$ cat config.mk
export PLATFORM = sky130hd
export DESIGN_NAME = user_au_i2s_tx_flat
export DESIGN_NICKNAME = d
export VERILOG_FILES = /design/src/rtl/user_au_pkg.sv /design/src/rtl/user_au_i2s_tx_if.sv /design/src/rtl/user_au_i2s_serializer.sv /design/src/rtl/user_au_i2s_tx.sv /design/src/flat_wrapper.sv
export SDC_FILE = /design/constraint.sdc
export NUM_CORES = 1
export LEC_CHECK = 0
export ABC_AREA = 1
export ABC_CLOCK_PERIOD_IN_PS = 3470
export CAP_MARGIN = 20
export CORE_MARGIN = 4
export CORE_UTILIZATION = 56
export CTS_CLUSTER_SIZE = 20
export DETAILED_ROUTE_END_ITERATION = 8
export PLACE_DENSITY = 0.78
export SYNTH_ARGS = -nofsm -noshare
export SYNTH_HDL_FRONTEND = slang
export SYNTH_HIERARCHICAL = 1
export SYNTH_SLANG_ARGS = --single-unit
$ cat constraint.sdc
create_clock -name clk_i -period 3.47 [get_ports clk_i]
set_clock_uncertainty 0.05 [all_clocks]
set_input_delay 0.694 -clock clk_i [delete_from_list [all_inputs] [get_ports clk_i]]
set_output_delay 0.694 -clock clk_i [all_outputs]
set_load 0.02 [all_outputs]
$ cat src/rtl/user_au_pkg.sv
`default_nettype none
// ============================================================================
// Module : user_au_pkg
// Desc   : Register map, frame geometry and OBI types for the I2S audio output.
// Rev    : 1.0 - initial release
// ============================================================================
package user_au_pkg;

   localparam logic [3:0]  c_reg_ctrl   = 4'h0;
   localparam logic [3:0]  c_reg_clkdiv = 4'h4;
   localparam logic [3:0]  c_reg_status = 4'h8;
   localparam int unsigned c_ctrl_en    = 0;

   localparam int unsigned c_frame_len  = 64;
   localparam int unsigned c_slot_width = 32;

   typedef struct packed {
      logic        req;
      logic        we;
      logic [31:0] addr;
      logic [31:0] wdata;
      logic [3:0]  aid;
   } obi_req_t;

   typedef struct packed {
      logic        gnt;
      logic        rvalid;
      logic [31:0] rdata;
      logic [3:0]  rid;
      logic        err;
   } obi_rsp_t;

   typedef enum logic [0:0] {
      ST_IDLE = 1'b0,
      ST_RUN  = 1'b1
   } i2s_state_e;

endpackage
`default_nettype wire

$ cat src/rtl/user_au_i2s_tx_if.sv
`default_nettype none
// ============================================================================
// Module : user_au_i2s_tx_if
// Desc   : OBI register port plus valid/ready sample stream of the I2S output.
// Rev    : 1.0 - initial release
// ============================================================================
interface user_au_i2s_tx_if;
   import user_au_pkg::*;

   obi_req_t    obi_req_i;
   obi_rsp_t    obi_rsp_o;
   logic [31:0] data_i;
   logic        valid_i;
   logic        ready_o;

   modport master (output obi_req_i, data_i, valid_i, input obi_rsp_o, ready_o);
   modport slave  (input obi_req_i, data_i, valid_i, output obi_rsp_o, ready_o);
endinterface
`default_nettype wire

$ cat src/rtl/user_au_i2s_serializer.sv
`default_nettype none
// ============================================================================
// Module : user_au_i2s_serializer
// Desc   : SCK divider, bit counter and WS/SD generation; USER_AU_I2S_DELAY_EN
//          selects Philips I2S (one SCK delay) instead of left-justified.
// Rev    : 1.0 - initial release
// ============================================================================
module user_au_i2s_serializer
   import user_au_pkg::*;
(
   input  logic        clk,
   input  logic        rst,
   input  logic        i_en,
   input  logic [15:0] i_div,
   input  logic [31:0] i_word,
   output logic        o_pop,
   output logic        o_sck,
   output logic        o_ws,
   output logic        o_sd
);
   localparam logic [5:0] c_last_bit = 6'(c_frame_len - 1);
   localparam logic [4:0] c_slot_msb = 5'(c_slot_width - 1);

   i2s_state_e  r_state, w_state_next;
   logic [15:0] r_cnt, w_cnt_next;
   logic [15:0] r_div, w_div_next;
   logic [5:0]  r_bit, w_bit_next;
   logic [31:0] r_word, w_word_next;
   logic        r_sck, w_sck_next;
   logic        r_ws, w_ws_next;
   logic        r_sd, w_sd_next;

   always_ff @(posedge clk or posedge rst) begin
      if (rst) begin
         r_state <= ST_IDLE;
         r_cnt   <= '0;
         r_div   <= '0;
         r_bit   <= '0;
         r_word  <= '0;
         r_sck   <= 1'b0;
         r_ws    <= 1'b0;
         r_sd    <= 1'b0;
      end else begin
         r_state <= w_state_next;
         r_cnt   <= w_cnt_next;
         r_div   <= w_div_next;
         r_bit   <= w_bit_next;
         r_word  <= w_word_next;
         r_sck   <= w_sck_next;
         r_ws    <= w_ws_next;
         r_sd    <= w_sd_next;
      end
   end

   always_comb begin
      w_state_next = r_state;
      w_cnt_next   = r_cnt;
      w_div_next   = r_div;
      w_bit_next   = r_bit;
      w_word_next  = r_word;
      w_sck_next   = r_sck;
      w_ws_next    = r_ws;
      w_sd_next    = r_sd;
      o_pop        = 1'b0;
      case (r_state)
         ST_IDLE: begin
            if (i_en) begin
               w_state_next = ST_RUN;
               w_cnt_next   = '0;
               w_div_next   = i_div;
               w_sck_next   = 1'b0;
               w_bit_next   = '0;
               o_pop        = 1'b1;
               w_word_next  = i_word;
               w_ws_next    = 1'b0;
`ifdef USER_AU_I2S_DELAY_EN
               w_sd_next    = 1'b0;
`else
               w_sd_next    = i_word[c_slot_msb];
`endif
            end
         end
         ST_RUN: begin
            if (!i_en) begin
               w_state_next = ST_IDLE;
               w_cnt_next   = '0;
               w_bit_next   = '0;
               w_sck_next   = 1'b0;
               w_ws_next    = 1'b0;
               w_sd_next    = 1'b0;
            end else if (r_cnt == r_div) begin
               // The divider value is resampled only here so a DIV write lands on a reload.
               w_cnt_next = '0;
               w_div_next = i_div;
               w_sck_next = ~r_sck;
               if (r_sck) begin
                  w_bit_next = r_bit + 6'd1;
                  if (r_bit == c_last_bit) begin
                     o_pop       = 1'b1;
                     w_word_next = i_word;
                  end
`ifdef USER_AU_I2S_DELAY_EN
                  w_ws_next = r_bit[5];
                  w_sd_next = r_word[c_slot_msb - r_bit[4:0]];
`else
                  w_ws_next = w_bit_next[5];
                  w_sd_next = w_word_next[c_slot_msb - w_bit_next[4:0]];
`endif
               end
            end else begin
               w_cnt_next = r_cnt + 16'd1;
            end
         end
         default: w_state_next = ST_IDLE;
      endcase
   end

   assign o_sck = r_sck;
   assign o_ws  = r_ws;
   assign o_sd  = r_sd;

endmodule
`default_nettype wire

$ cat src/rtl/user_au_i2s_tx.sv
`default_nettype none
// ============================================================================
// Module : user_au_i2s_tx
// Desc   : Sample FIFO, OBI control/status registers and I2S serializer.
//          Output format selected by USER_AU_I2S_DELAY_EN (see serializer).
// Rev    : 1.0 - initial release
// ============================================================================
module user_au_i2s_tx
   import user_au_pkg::*;
#(
   parameter int unsigned FIFO_DEPTH = 4
) (
   input  logic             clk_i,
   input  logic             rst_i,
   user_au_i2s_tx_if.slave  bus,
   output logic             i2s_sck_o,
   output logic             i2s_ws_o,
   output logic             i2s_sd_o
);
   localparam int unsigned       c_ptr_w = (FIFO_DEPTH > 1) ? $clog2(FIFO_DEPTH) : 1;
   localparam logic [c_ptr_w:0]  c_depth = (c_ptr_w + 1)'(FIFO_DEPTH);

   logic [31:0]        r_mem [FIFO_DEPTH];
   logic [c_ptr_w-1:0] r_wr_ptr, r_rd_ptr;
   logic [c_ptr_w:0]   r_count;
   logic               w_full, w_empty, w_push, w_pop, w_ser_pop, w_underrun_evt;
   logic [31:0]        w_word;

   logic               r_en, r_underrun, r_rvalid, r_err;
   logic [15:0]        r_div;
   logic [31:0]        r_rdata, w_rdata;
   logic [3:0]         r_rid;
   logic [1:0]         w_sel;
   logic               w_req, w_wr, w_unused_bits;

   assign w_full         = (r_count == c_depth);
   assign w_empty        = (r_count == '0);
   assign w_push         = bus.valid_i && !w_full;
   assign w_pop          = w_ser_pop && !w_empty;
   assign w_underrun_evt = w_ser_pop && w_empty;
   assign w_word         = w_empty ? 32'h0 : r_mem[r_rd_ptr];

   always_ff @(posedge clk_i) begin
      if (w_push) r_mem[r_wr_ptr] <= bus.data_i;
   end

   always_ff @(posedge clk_i or posedge rst_i) begin
      if (rst_i) begin
         r_wr_ptr <= '0;
         r_rd_ptr <= '0;
         r_count  <= '0;
      end else begin
         if (w_push) r_wr_ptr <= r_wr_ptr + c_ptr_w'(1);
         if (w_pop)  r_rd_ptr <= r_rd_ptr + c_ptr_w'(1);
         if (w_push && !w_pop)      r_count <= r_count + (c_ptr_w + 1)'(1);
         else if (!w_push && w_pop) r_count <= r_count - (c_ptr_w + 1)'(1);
      end
   end

   assign w_req = bus.obi_req_i.req;
   assign w_wr  = w_req && bus.obi_req_i.we;
   assign w_sel = bus.obi_req_i.addr[3:2];
   assign w_unused_bits = ^{bus.obi_req_i.addr[31:4], bus.obi_req_i.addr[1:0],
                            bus.obi_req_i.wdata[31:16]};

   always_comb begin
      w_rdata = '0;
      case (w_sel)
         c_reg_ctrl[3:2]:   w_rdata[c_ctrl_en] = r_en;
         c_reg_clkdiv[3:2]: w_rdata[15:0] = r_div;
         c_reg_status[3:2]: begin
            w_rdata[15:8] = 8'(r_count);
            w_rdata[0]    = r_underrun;
         end
         default: w_rdata = '0;
      endcase
   end

   always_ff @(posedge clk_i or posedge rst_i) begin
      if (rst_i) begin
         r_en       <= 1'b0;
         r_div      <= '0;
         r_underrun <= 1'b0;
         r_rvalid   <= 1'b0;
         r_err      <= 1'b0;
         r_rdata    <= '0;
         r_rid      <= '0;
      end else begin
         r_rvalid <= w_req;
         r_rid    <= bus.obi_req_i.aid;
         r_err    <= w_wr && (w_sel == 2'd3);
         r_rdata  <= (w_req && !bus.obi_req_i.we) ? w_rdata : 32'h0;
         if (w_wr && (w_sel == c_reg_ctrl[3:2]))   r_en  <= bus.obi_req_i.wdata[c_ctrl_en];
         if (w_wr && (w_sel == c_reg_clkdiv[3:2])) r_div <= bus.obi_req_i.wdata[15:0];
         // A fresh underrun wins over a simultaneous clear so the event is never lost.
         if (w_underrun_evt)                            r_underrun <= 1'b1;
         else if (w_wr && (w_sel == c_reg_status[3:2])) r_underrun <= 1'b0;
      end
   end

   assign bus.obi_rsp_o = '{gnt: w_req, rvalid: r_rvalid, rdata: r_rdata, rid: r_rid, err: r_err};
   assign bus.ready_o   = !w_full;

   user_au_i2s_serializer u_serializer (
      .clk    (clk_i),
      .rst    (rst_i),
      .i_en   (r_en),
      .i_div  (r_div),
      .i_word (w_word),
      .o_pop  (w_ser_pop),
      .o_sck  (i2s_sck_o),
      .o_ws   (i2s_ws_o),
      .o_sd   (i2s_sd_o)
   );

endmodule
`default_nettype wire

$ cat src/flat_wrapper.sv
// flat-port wrapper written by rule: the top's interface ports become plain ports
module user_au_i2s_tx_flat import user_au_pkg::*;
#(
   parameter int unsigned FIFO_DEPTH = 4
)
  (clk_i, rst_i, i2s_sck_o, i2s_ws_o, i2s_sd_o, bus_obi_req_i, bus_data_i, bus_valid_i, bus_obi_rsp_o, bus_ready_o);
  user_au_i2s_tx_if bus_i ();
  input  logic clk_i;
  input  logic rst_i;
  output logic i2s_sck_o;
  output logic i2s_ws_o;
  output logic i2s_sd_o;
  input wire logic [$bits(bus_i.obi_req_i)-1:0] bus_obi_req_i;
  input wire logic [$bits(bus_i.data_i)-1:0] bus_data_i;
  input wire logic [$bits(bus_i.valid_i)-1:0] bus_valid_i;
  output wire logic [$bits(bus_i.obi_rsp_o)-1:0] bus_obi_rsp_o;
  output wire logic [$bits(bus_i.ready_o)-1:0] bus_ready_o;
  assign bus_i.obi_req_i = bus_obi_req_i;
  assign bus_i.data_i = bus_data_i;
  assign bus_i.valid_i = bus_valid_i;
  assign bus_obi_rsp_o = bus_i.obi_rsp_o;
  assign bus_ready_o = bus_i.ready_o;
  user_au_i2s_tx #(.FIFO_DEPTH(FIFO_DEPTH)) u_core (.clk_i(clk_i), .rst_i(rst_i), .bus(bus_i), .i2s_sck_o(i2s_sck_o), .i2s_ws_o(i2s_ws_o), .i2s_sd_o(i2s_sd_o));
endmodule
### Word-level counts from Yosys, hierarchy flattened

Memories as Yosys holds them, arrays and structs flattened.
Index checks and enable logic that the tools add are counted.

* flip-flop bits (word level): 137
* latch bits: 0
* memory bits (writable): 128
* memory bits (read-only): 0
* input port bits: 105
* output and inout port bits: 43
* logic and storage cells: 120
* memories kept: 1

Memory list
* u_core.r_mem: words 4, width 32, rd ports 1, clocked after memory_dff 0, wr ports 1, line user_au_i2s_tx.sv:23 `logic [31:0] r_mem [FIFO_DEPTH];`

* $add $sub $neg: 7
* $mul: 0
* divide/modulo/power cells: 0
* $lt $le $gt $ge: 1
* equal/unequal tests: 12
* shift-type cells: 0
* muxes and demuxes: 55
* bitwise gates (word level): 2
* reductions and logical operators: 24

Operators with widths (count)
* two-way mux 32 bit: 10
* two-way mux 16 bit: 7
* one-hot mux 16 bit (2 select lines): 2
* one-hot mux 32 bit (2 select lines): 1
* two-way mux 6 bit: 4
* two-way mux 1 bit: 20
* adder 16 x 1 -> 16 bit (second input constant): 1
* equality test 16 bit: 1
* one-hot mux 8 bit (2 select lines): 1
* one-hot mux 6 bit (2 select lines): 1
* logical AND 1 bit: 11
* != test 2 x 1 -> 1 bit (second input constant): 4
* one-hot mux 1 bit (2 select lines): 4
* two-way mux 7 bit: 1
* adder 6 x 1 -> 6 bit (second input constant): 1
* equality test 6 bit (second input constant): 1
* less-than comparator 5 x 6 -> 1 bit (second input constant): 1
* two-way mux 3 bit: 2
* != test 3 bit (second input constant): 2
* AND reduction 3 bit: 2
* binary-select mux 1 bit (select 5 bit): 1
* zero test 1 bit: 5
* subtractor 5 bit (first input constant): 1
* adder 2 x 1 -> 2 bit (second input constant): 2
* other kinds (12): 15

### Longest topological paths before layout

Gate-level depths: netlist of the first run.

* depth in word-level cells: 13
* gate-level depth with buffers: 21
* gate-level depth less buffers: 20

### Modules after synthesis

Netlist of the first run, hierarchy kept.

Modules (own cells, without submodules)
* user_au_i2s_tx: instances 1, cells an instance 726, area an instance 7497.2 sq um, sequential area each 5019.8 sq um
* user_au_i2s_serializer: instances 1, cells an instance 551, area an instance 4279.1 sq um, sequential area each 1826.8 sq um

### Worst setup path before layout of the first run

OpenSTA, ideal clock, no wires.

* kind: register -> register
* from: register u_core.r_count[0]
* to: memory u_core.r_mem[0][0], enable pin
* library setup time: 0.421 ns
* data arrival time: 2.258 ns
* required time: 2.999 ns
* slack: 0.741 ns
* stages on the path, launching flop included: 5
* buffers on the path: 0
* clock period less this slack: 2.729 ns
* cells stage by stage: dfrtp_1 -> inv_1 -> nand3_1 -> nand2_1 -> nor2_1

* word-level cells in the longest chain between the ends: 5

RTL lines
* start, declared: line user_au_i2s_tx.sv:25 `logic [c_ptr_w:0] r_count;`
* start signal, assigned: line user_au_i2s_tx.sv:55 `if (w_push && !w_pop) r_count <= r_count + (c_ptr_w + 1)'(1);`
* start signal, assigned: line user_au_i2s_tx.sv:56 `else if (!w_push && w_pop) r_count <= r_count - (c_ptr_w + 1)'(1);`
* equality test 3 bit: line user_au_i2s_tx.sv:36 `assign w_full = (r_count == c_depth);`
* zero test 1 bit
* via bus_ready_o: line flat_wrapper.sv:17 `output wire logic [$bits(bus_i.ready_o)-1:0] bus_ready_o;`
* logical AND 1 bit: line user_au_i2s_tx.sv:38 `assign w_push = bus.valid_i && !w_full;`
* two-way mux 1 bit: line user_au_i2s_tx.sv:44 `if (w_push) r_mem[r_wr_ptr] <= bus.data_i;`
* two-way mux 1 bit (not written as such): line user_au_i2s_tx.sv:44
* end, declared: line user_au_i2s_tx.sv:23

The timed path passes the listed nets, and every way through them passes these cells.

### Final worst setup path of the first run

* from: register u_core.u_serializer.r_cnt[9]
* to: register u_core.r_count[1]

* word-level cells in the longest chain between the ends: 8
* elaborated cells on any way between the ends: 10
* classes of those cells: eq/ne: 1; mux: 4; reduce/logical: 5

RTL lines
* start, declared: line user_au_i2s_serializer.sv:25 `logic [15:0] r_cnt, w_cnt_next;`
* start signal, assigned: line user_au_i2s_serializer.sv:45 `r_cnt <= w_cnt_next;`
* equality test 16 bit *: line user_au_i2s_serializer.sv:91 `end else if (r_cnt == r_div) begin`
* two-way mux 1 bit *: line user_au_i2s_serializer.sv:91
* two-way mux 1 bit *: line user_au_i2s_serializer.sv:84 `if (!i_en) begin`
* one-hot mux 1 bit (2 select lines) *: line user_au_i2s_serializer.sv:65 `case (r_state)`
* via u_core.w_ser_pop: line user_au_i2s_tx.sv:26 `logic w_full, w_empty, w_push, w_pop, w_ser_pop, w_underrun_evt;`
* logical AND 1 bit *: line user_au_i2s_tx.sv:39 `assign w_pop = w_ser_pop && !w_empty;`
* zero test 1 bit: line user_au_i2s_tx.sv:55
* logical AND 1 bit: line user_au_i2s_tx.sv:55
* two-way mux 3 bit or nonzero test 2 bit (tied branches)

Mark *: on every way through the listed nets, which the timed path passes. The rest lies on a longest branch.
A chain may end at the register's enable or synchronous reset.

==> reports/metrics.cfg, run 1 <==
[placement]
pre_cts_slack_ps=710
post_dp_cell_area_um2=12700
placedCellCount=1595
dp_hpwl_mm=15.2
gp_congestion=0.815
io_buffers=85

[grt]
grt_max_degree=67
grt_pass1_wl_mm=40.8
antenna_found_initial=0
first_global_vias=8472
globalRouteOverflowTotal=0
groute.usage.overall_pct=20.9

[die]
die_area_um2=23400
fp.dieH_um=153
die_x_um=153
ioPinCount=148
rows=52
initial_core_util_pct=57.6
core_area_um2=20400

[layout]
fin_area_um2=13600
stdcell_count=1644
nNetsFinal=1471
area_delta_synth_final_pct=15.9
utilization_pct=66.8
seq_area_um2=6850
nFillCells=1511
drive_gt1_share_pct=8.74
multi_input_area_um2=3580

[clock_tree]
clockBufferDepth=3
cts_sinks=248
htree_levels=1
numCtsBuffers=26
clk_latency_ps=530
cts_setup_buffers=0
hold_buffers=0
cts_tree=built
cts_root_buffer=clkbuf_16
clk_pin_slew_ps=60
cts_resized=0

[worst_setup_path]
rr_worst_depth=16
cp_num_buf_inv=2
cpMaxStageDelayCell=dfrtp_1
crit_required_ps=3830
rrSetupSlack_ps=670
r2r-end=u_core/r_count[1]$_DFFE_PP0P_
cp_max_fo=16
cp.arrival_ps=3160
timing.rr.start=u_core/u_serializer/r_cnt[9]$_DFFE_PP0N_
path_cells=xor2_1 -> nor2_1 -> nand4_1 -> nor2_1 -> nand2_1 -> nand2_2 -> nand2_4 -> a21oi_4 -> o21ai_4 -> inv_1 -> nand2_1 -> ha_1 -> inv_1 -> fa_1 -> nand2_1 -> o21ai_0
cpLargestDelayFamily=simple AND/OR/NAND/NOR gates
worstSetupStartpointType=flip-flop
cp_common_cell=nand2_1
endpoint_kind=flip-flop
max_stage_delay_ps=430
critPathKind=flip-flop to flip-flop

[synth]
synth.area.mux_share_pct=0
synth_top_family_by_area=simple AND/OR/NAND/NOR gates
ys_types=39
synth_ff_type=edfxtp_1
ys_seq_area_share_pct=58.1
avgSynthCellArea_um2=9.22
syn_area_um2=11800
synthAdderAreaFrac_pct=1.44
synth-compound-area-share_pct=6.58
synth-edff-count=128
synth-xor-area-share_pct=2.31
yosys.area.top_type=edfxtp_1
synth-simple-area-share_pct=19.5
yosys-top-cells-count=nand2_1, inv_1, nand3_1, edfxtp_1, dfrtp_1
syn_inst=1277
ys_ff_latch=248
synthArstFlopShare_pct=48.4
synth.most_common_cell=nand2_1
yosysWarnings=6
synth_area_leaders=edfxtp_1, dfrtp_1, nand2_1
yosys.area.top_type_share_pct=32.6

[sta]
final.setup.worst_slack_ps=668
finalCriticalPeriod_ps=2800
final_max_slew_viol_count=0
setup-violations-final=0
final.setup.tns_ps=0
post-route-period-util_pct=80.8
tightest_slew_ps=783
hold_ws_ps=422
max_slew_margin_pct=47.8
hold_violations=0
rsz0062_at_grt=false
max_freq_mhz=357

[route]
vias=8474
antenna_left=0
wl_per_cell_um=14.9
route.detailed.drc=0
firstDrtPassIters=5
viasPerCell=5.15
routed_wl_mm=24.4
drt_iter0_markers=581

[job]
cap_violations=0

[power]
p_total_mw=10.1
ir_worst_vdd_uv=503
p_leak_nw=6.38
power_density_nw_per_um2=739

[hold_path]
holdCritStartpoint=u_core/r_div[7]$_DFFE_PP0P_
hp-class=flip-flop to flip-flop
min_to=u_core/u_serializer/r_div[7]$_DFFE_PP0P_
min_path_cells=2

[run_status]
status=finished, final reports clean

==> worst max-delay path by stage <==
stage | startpoint | end | slack [ps] | depth (start not counted)
after floorplan | u_core/r_count[0]$_DFFE_PP0P_ | u_core/r_mem[0][0]$_DFFE_PP_ | 740 | 4
after global placement | u_core/u_serializer/r_cnt[9]$_DFFE_PP0N_ | u_core/r_count[1]$_DFFE_PP0P_ | 770 | 16
after detailed placement | u_core/u_serializer/r_cnt[9]$_DFFE_PP0N_ | u_core/r_count[1]$_DFFE_PP0P_ | 710 | 16
after CTS | u_core/u_serializer/r_cnt[9]$_DFFE_PP0N_ | u_core/r_count[1]$_DFFE_PP0P_ | 670 | 16
after global routing | u_core/u_serializer/r_cnt[9]$_DFFE_PP0N_ | u_core/r_count[1]$_DFFE_PP0P_ | 480 | 16
final | u_core/u_serializer/r_cnt[9]$_DFFE_PP0N_ | u_core/r_count[1]$_DFFE_PP0P_ | 670 | 16
==> tightest hold or removal path, cell delays in order (launching register included) <==
cell,delay (ps)
dfrtp_1,340
nand2_1,60
nand2_1,50
==> logic make-up after synthesis <==
| kind of cell | count (synthesis) |
|---|---|
| buffers and inverters | 328 |
| adder cells (fa/ha/maj) | 13 |
| XOR/XNOR | 31 |
| other | 1 |
| AO/OA/AOI/OAI | 117 |
| flip-flops | 248 |
| AND/OR/NAND/NOR | 539 |
==> placed cells by master (no fill, tap or decap), types with 2 or more instances in the layout <==
cell type | Yosys | routed
nand2_1 | 325 | 325
inv_1 | 251 | 249
nand3_1 | 149 | 149
edfxtp_1 | 128 | 128
dfrtp_1 | 120 | 119
clkdlybuf4s50_1 | 0 | 85
nor2_1 | 46 | 42
a21oi_1 | 41 | 41
o21ai_2 | 31 | 31
clkbuf_16 | 0 | 28
o21ai_0 | 19 | 19
xnor2_1 | 16 | 16
conb_1 | 1 | 16
xor2_1 | 15 | 15
buf_4 | 23 | 14
o22ai_1 | 13 | 13
ha_1 | 12 | 12
clkinv_1 | 4 | 7
inv_2 | 5 | 7
a21oi_2 | 7 | 7
nand4_1 | 6 | 6
nor2_2 | 1 | 5
clkinv_2 | 0 | 4
clkbuf_8 | 0 | 4
bufinv_16 | 0 | 3
nor3_1 | 3 | 3
clkbuf_1 | 9 | 2
buf_12 | 0 | 2
nand3_2 | 2 | 2
nand2_2 | 2 | 2
==> registers in the layout (all words and copies together), names as in the netlist, 2 cells and up <==
register / cells
u_core/u_serializer/r_cnt: 16
u_core/r_div: 16
u_core/r_count: 3
u_core/r_rd_ptr: 2
u_core/r_rdata: 16
u_core/r_rid: 4
u_core/u_serializer/r_div: 16
u_core/r_mem: 128
u_core/u_serializer/r_bit: 6
u_core/r_wr_ptr: 2
u_core/u_serializer/r_word: 32
==> where the power goes <==
group | switching [mW] | internal [mW] | leakage [nW]
Clock | 1.11 | 1.77 | 0.448
Sequential | 0.305 | 3.79 | 2.70
Combinational | 2.08 | 1.04 | 3.23
==> area by class of cell <==
| class | count | share of cell area [%] |
|---|---|---|
| Clock buffer | 34 | 5.59 |
| Timing Repair Buffer | 101 | 7.30 |
| Tap cell | 270 | 2.48 |
| Clock inverter | 14 | 1.09 |
| Antenna cell | 1 | 0.0183 |
| Multi-Input combinational cell | 716 | 26.2 |
| Sequential cell | 248 | 50.2 |
| Inverter | 260 | 7.15 |
==> per-layer routing <==
metal	GRT usage, %	vias to the layer above	wire [µm]
li1	-	4132	-
met1	27.4	4048	10200
met2	36.3	250	12200
met3	3.28	44	1350
met4	6.49	0	616
met5	0	-	0
No activity file was read; power rests on OpenSTA's default activity.
==> inputs of run 2 (changes only) <==
--- a/config.mk
+++ b/config.mk
@@ -6,7 +6,7 @@
 export NUM_CORES = 1
 export LEC_CHECK = 0
 export ABC_AREA = 1
-export ABC_CLOCK_PERIOD_IN_PS = 3470
+export ABC_CLOCK_PERIOD_IN_PS = 2700
 export CAP_MARGIN = 20
 export CORE_MARGIN = 4
 export CORE_UTILIZATION = 56
==> constraint.sdc (replaced) <==
create_clock -name clk_i -period 2.7 [get_ports clk_i]
set_clock_uncertainty 0.05 [all_clocks]
set_input_delay 0.54 -clock clk_i [delete_from_list [all_inputs] [get_ports clk_i]]
set_output_delay 0.54 -clock clk_i [all_outputs]
set_load 0.02 [all_outputs]
==> run 2 against run 1 <==
  * Critical path depth unchanged
  * Non-clock buffer count up 14
  * Utilization up 0.55 points
  * Sequential power up 28%
  * First-iteration DRC count down 6.9%
==> reports/metrics.cfg, run 2 (same netlist as run 1, synthesis figures left out) <==
[layout]
final_cell_mix=nand2_1, inv_1, nand3_1  ; unchanged
drive_gt1_share_pct=9.46  ; was 8.74%
final_common_cell=nand2_1  ; unchanged
nFillCells=1563  ; was 1511
seq_area_um2=6850  ; about the same
reg.largest.list=u_core/r_mem (128), u_core/u_serializer/r_word (32)  ; unchanged
area_delta_synth_final_pct=16.9  ; was 15.9%
antennaDiodeCount=0  ; was 1
largest_reg_flops=128  ; unchanged
max_flop_register=u_core/r_mem  ; unchanged
nNetsFinal=1485  ; was 1471
multi_input_area_um2=3600  ; was 3580 µm²

[worst_setup_path]
r2r-end=u_core/r_count[1]$_DFFE_PP0P_  ; unchanged
endpoint_kind=flip-flop  ; unchanged
timing.rr.start=u_core/u_serializer/r_cnt[8]$_DFFE_PP0N_  ; was u_core/u_serializer/r_cnt[9]$_DFFE_PP0N_
path_cells=xor2_1 -> nor2_1 -> nand4_1 -> nor2_1 -> nand2_1 -> nand2_2 -> nand2_4 -> a21oi_4 -> o21ai_4 -> inv_2 -> nand2_4 -> ha_4 -> inv_1 -> fa_1 -> nand2_1 -> o21ai_0  ; was xor2_1 -> nor2_1 -> nand4_1 -> nor2_1 -> nand2_1 -> nand2_2 -> nand2_4 -> a21oi_4 -> o21ai_4 -> inv_1 -> nand2_1 -> ha_1 -> inv_1 -> fa_1 -> nand2_1 -> o21ai_0
critical_path_cell_count=16  ; unchanged
cpMaxStageDelayCell=dfrtp_1  ; unchanged
cpLargestDelayFamily=simple AND/OR/NAND/NOR gates  ; unchanged
cp_num_buf_inv=2  ; unchanged
crit_start=u_core/u_serializer/r_cnt[8]$_DFFE_PP0N_  ; was u_core/u_serializer/r_cnt[9]$_DFFE_PP0N_
cp.arrival_ps=2900  ; was 3160 ps
crit_end=u_core/r_count[1]$_DFFE_PP0P_  ; unchanged
worstSetupStartpointType=flip-flop  ; unchanged
cp_max_fo=4  ; was 16
crit_required_ps=3050  ; was 3830 ps
rrSetupSlack_ps=150  ; was 670 ps
max_stage_delay_ps=420  ; was 430 ps
critPathKind=flip-flop to flip-flop  ; unchanged
rr_worst_depth=16  ; unchanged

[power]
power_density_nw_per_um2=937  ; was 739 nW/µm²
combPwrFrac_pct=32.4  ; was 30.9%
power.share.clock_pct=26.8  ; was 28.5%
seqPwrFrac_pct=40.8  ; was 40.6%
ir_worst_vdd_uv=648  ; was 503 µV
p_int_mw=8.39  ; was 6.59 mW
p_sw_mw=4.50  ; was 3.49 mW
p_sw_share_pct=34.9  ; was 34.6%
p_leak_nw=6.43  ; was 6.38 nW

[die]
initial_core_util_pct=57.6  ; unchanged
die_x_um=153  ; unchanged
ioPinCount=148  ; unchanged
die_area_um2=23400  ; unchanged
fp.dieH_um=153  ; unchanged
rows=52  ; unchanged
core_area_um2=20400  ; unchanged

[sta]
setup-violations-final=0  ; unchanged
final_max_slew_viol_count=0  ; unchanged
max_freq_mhz=392  ; was 357 MHz
tightest_slew_ps=799  ; was 783 ps
final.setup.tns_ps=0  ; unchanged
hold_ws_ps=346  ; was 422 ps
post-route-period-util_pct=94.5  ; was 80.8%
hold_violations=0  ; unchanged
finalCriticalPeriod_ps=2550  ; was 2800 ps
max_slew_margin_pct=46.8  ; was 47.8%
final.setup.worst_slack_ps=148  ; was 668 ps

[route]
route.detailed.drc=0  ; unchanged
firstDrtPassIters=5  ; unchanged
routed_wl_mm=24.7  ; was 24.4 mm
antenna_left=0  ; unchanged
drt_iter0_markers=541  ; was 581
viasPerCell=5.14  ; was 5.15
wl_per_cell_um=14.9  ; about the same
vias=8512  ; was 8474

[hold_path]
hp-class=primary input to async pin  ; was flip-flop to flip-flop

[clock_tree]
clk_pin_slew_ps=60  ; about the same
numCtsBuffers=26  ; unchanged
cts_sinks=248  ; unchanged
clockBufferDepth=3  ; unchanged
htree_levels=1  ; unchanged
cts_root_buffer=clkbuf_16  ; unchanged
cts_tree=built  ; unchanged
hold_buffers=0  ; unchanged
clk_latency_ps=530  ; about the same

[grt]
antenna_found_initial=0  ; unchanged
globalRouteOverflowTotal=0  ; unchanged
first_global_vias=8460  ; was 8472
groute.usage.overall_pct=21.0  ; was 20.9%
grt_max_degree=67  ; unchanged
grt_pass1_wl_mm=40.7  ; was 40.8 mm

[placement]
gp_congestion=0.829  ; was 0.815
dp_hpwl_mm=15.2  ; about the same
pre_cts_slack_ps=29.2  ; was 710 ps
io_buffers=85  ; unchanged

[job]
cap_violations=0  ; unchanged

[run_status]
status=finished, final reports clean  ; unchanged

run 2: changes by cell type in the layout (fill, tap and decap cells not counted), sizes merged:
cell,change
clkbuf,+2
bufinv,-1
clkinvlp,-2
inv,-1
buf,+14
diode,-1
run 2: how the worst min path moves through the flow:
stage	from	cells after the start	slack, ps	endpoint
final	rst_i	2	350	u_core/u_serializer/r_cnt[3]$_DFFE_PP0N_
after global routing	rst_i	2	360	u_core/u_serializer/r_cnt[3]$_DFFE_PP0N_
after CTS	rst_i	2	340	u_core/u_serializer/r_cnt[10]$_DFFE_PP0N_
after detailed placement	u_core/r_div[4]$_DFFE_PP0P_	2	410	u_core/u_serializer/r_div[4]$_DFFE_PP0P_
after global placement	u_core/r_div[1]$_DFFE_PP0P_	2	410	u_core/u_serializer/r_div[1]$_DFFE_PP0P_
after floorplan	u_core/r_div[12]$_DFFE_PP0P_	2	390	u_core/u_serializer/r_div[12]$_DFFE_PP0P_
run 2: stage by stage:
step | utilization (%) | area (µm²) | instances | power, mW
5_1_grt | 67.4 | 13800 | 1655 | 13.7
3_3_place_gp | 63.1 | 12900 | 1607 | 9.30
4_1_cts | 67.2 | 13700 | 1653 | 12.9
2_1_floorplan | - | 11800 | 1292 | 8.22
3_5_place_dp | 63.1 | 12900 | 1607 | 9.46
6_report | 67.4 | 13800 | 1655 | 12.9
run 2: power by group through the flow:
stage | logic [mW] | clock network [mW] | registers, mW
final | 4.18 | 3.45 | 5.26
after global routing | 4.70 | 3.67 | 5.35
after CTS | 4.18 | 3.51 | 5.26
after detailed placement | 4.14 | 0 | 5.32
after global placement | 4.02 | 0 | 5.28
after floorplan | 2.95 | 0 | 5.27
run 2: repair_timing:
action                                  in CTS  in global routing
endpoints found under the setup margin       0                  2
setup buffers                                0                  2
resized for setup                            0                  6
run 2: final cells by class:
type / count / area share [%]
Inverter: 260 / 7.09
Clock inverter: 10 / 0.700
Clock buffer: 36 / 5.30
Timing Repair Buffer: 115 / 8.55
Multi-Input combinational cell: 716 / 26.1
Tap cell: 270 / 2.45
Sequential cell: 248 / 49.8
run 2: routing by layer:
layer	vias up	track usage, %	share of wire (%)
met1	4088	27.3	42
met4	0	5.73	2.0
met2	233	37.2	51
met3	34	2.91	4.9
li1	4157	-	-
met5	-	0	0
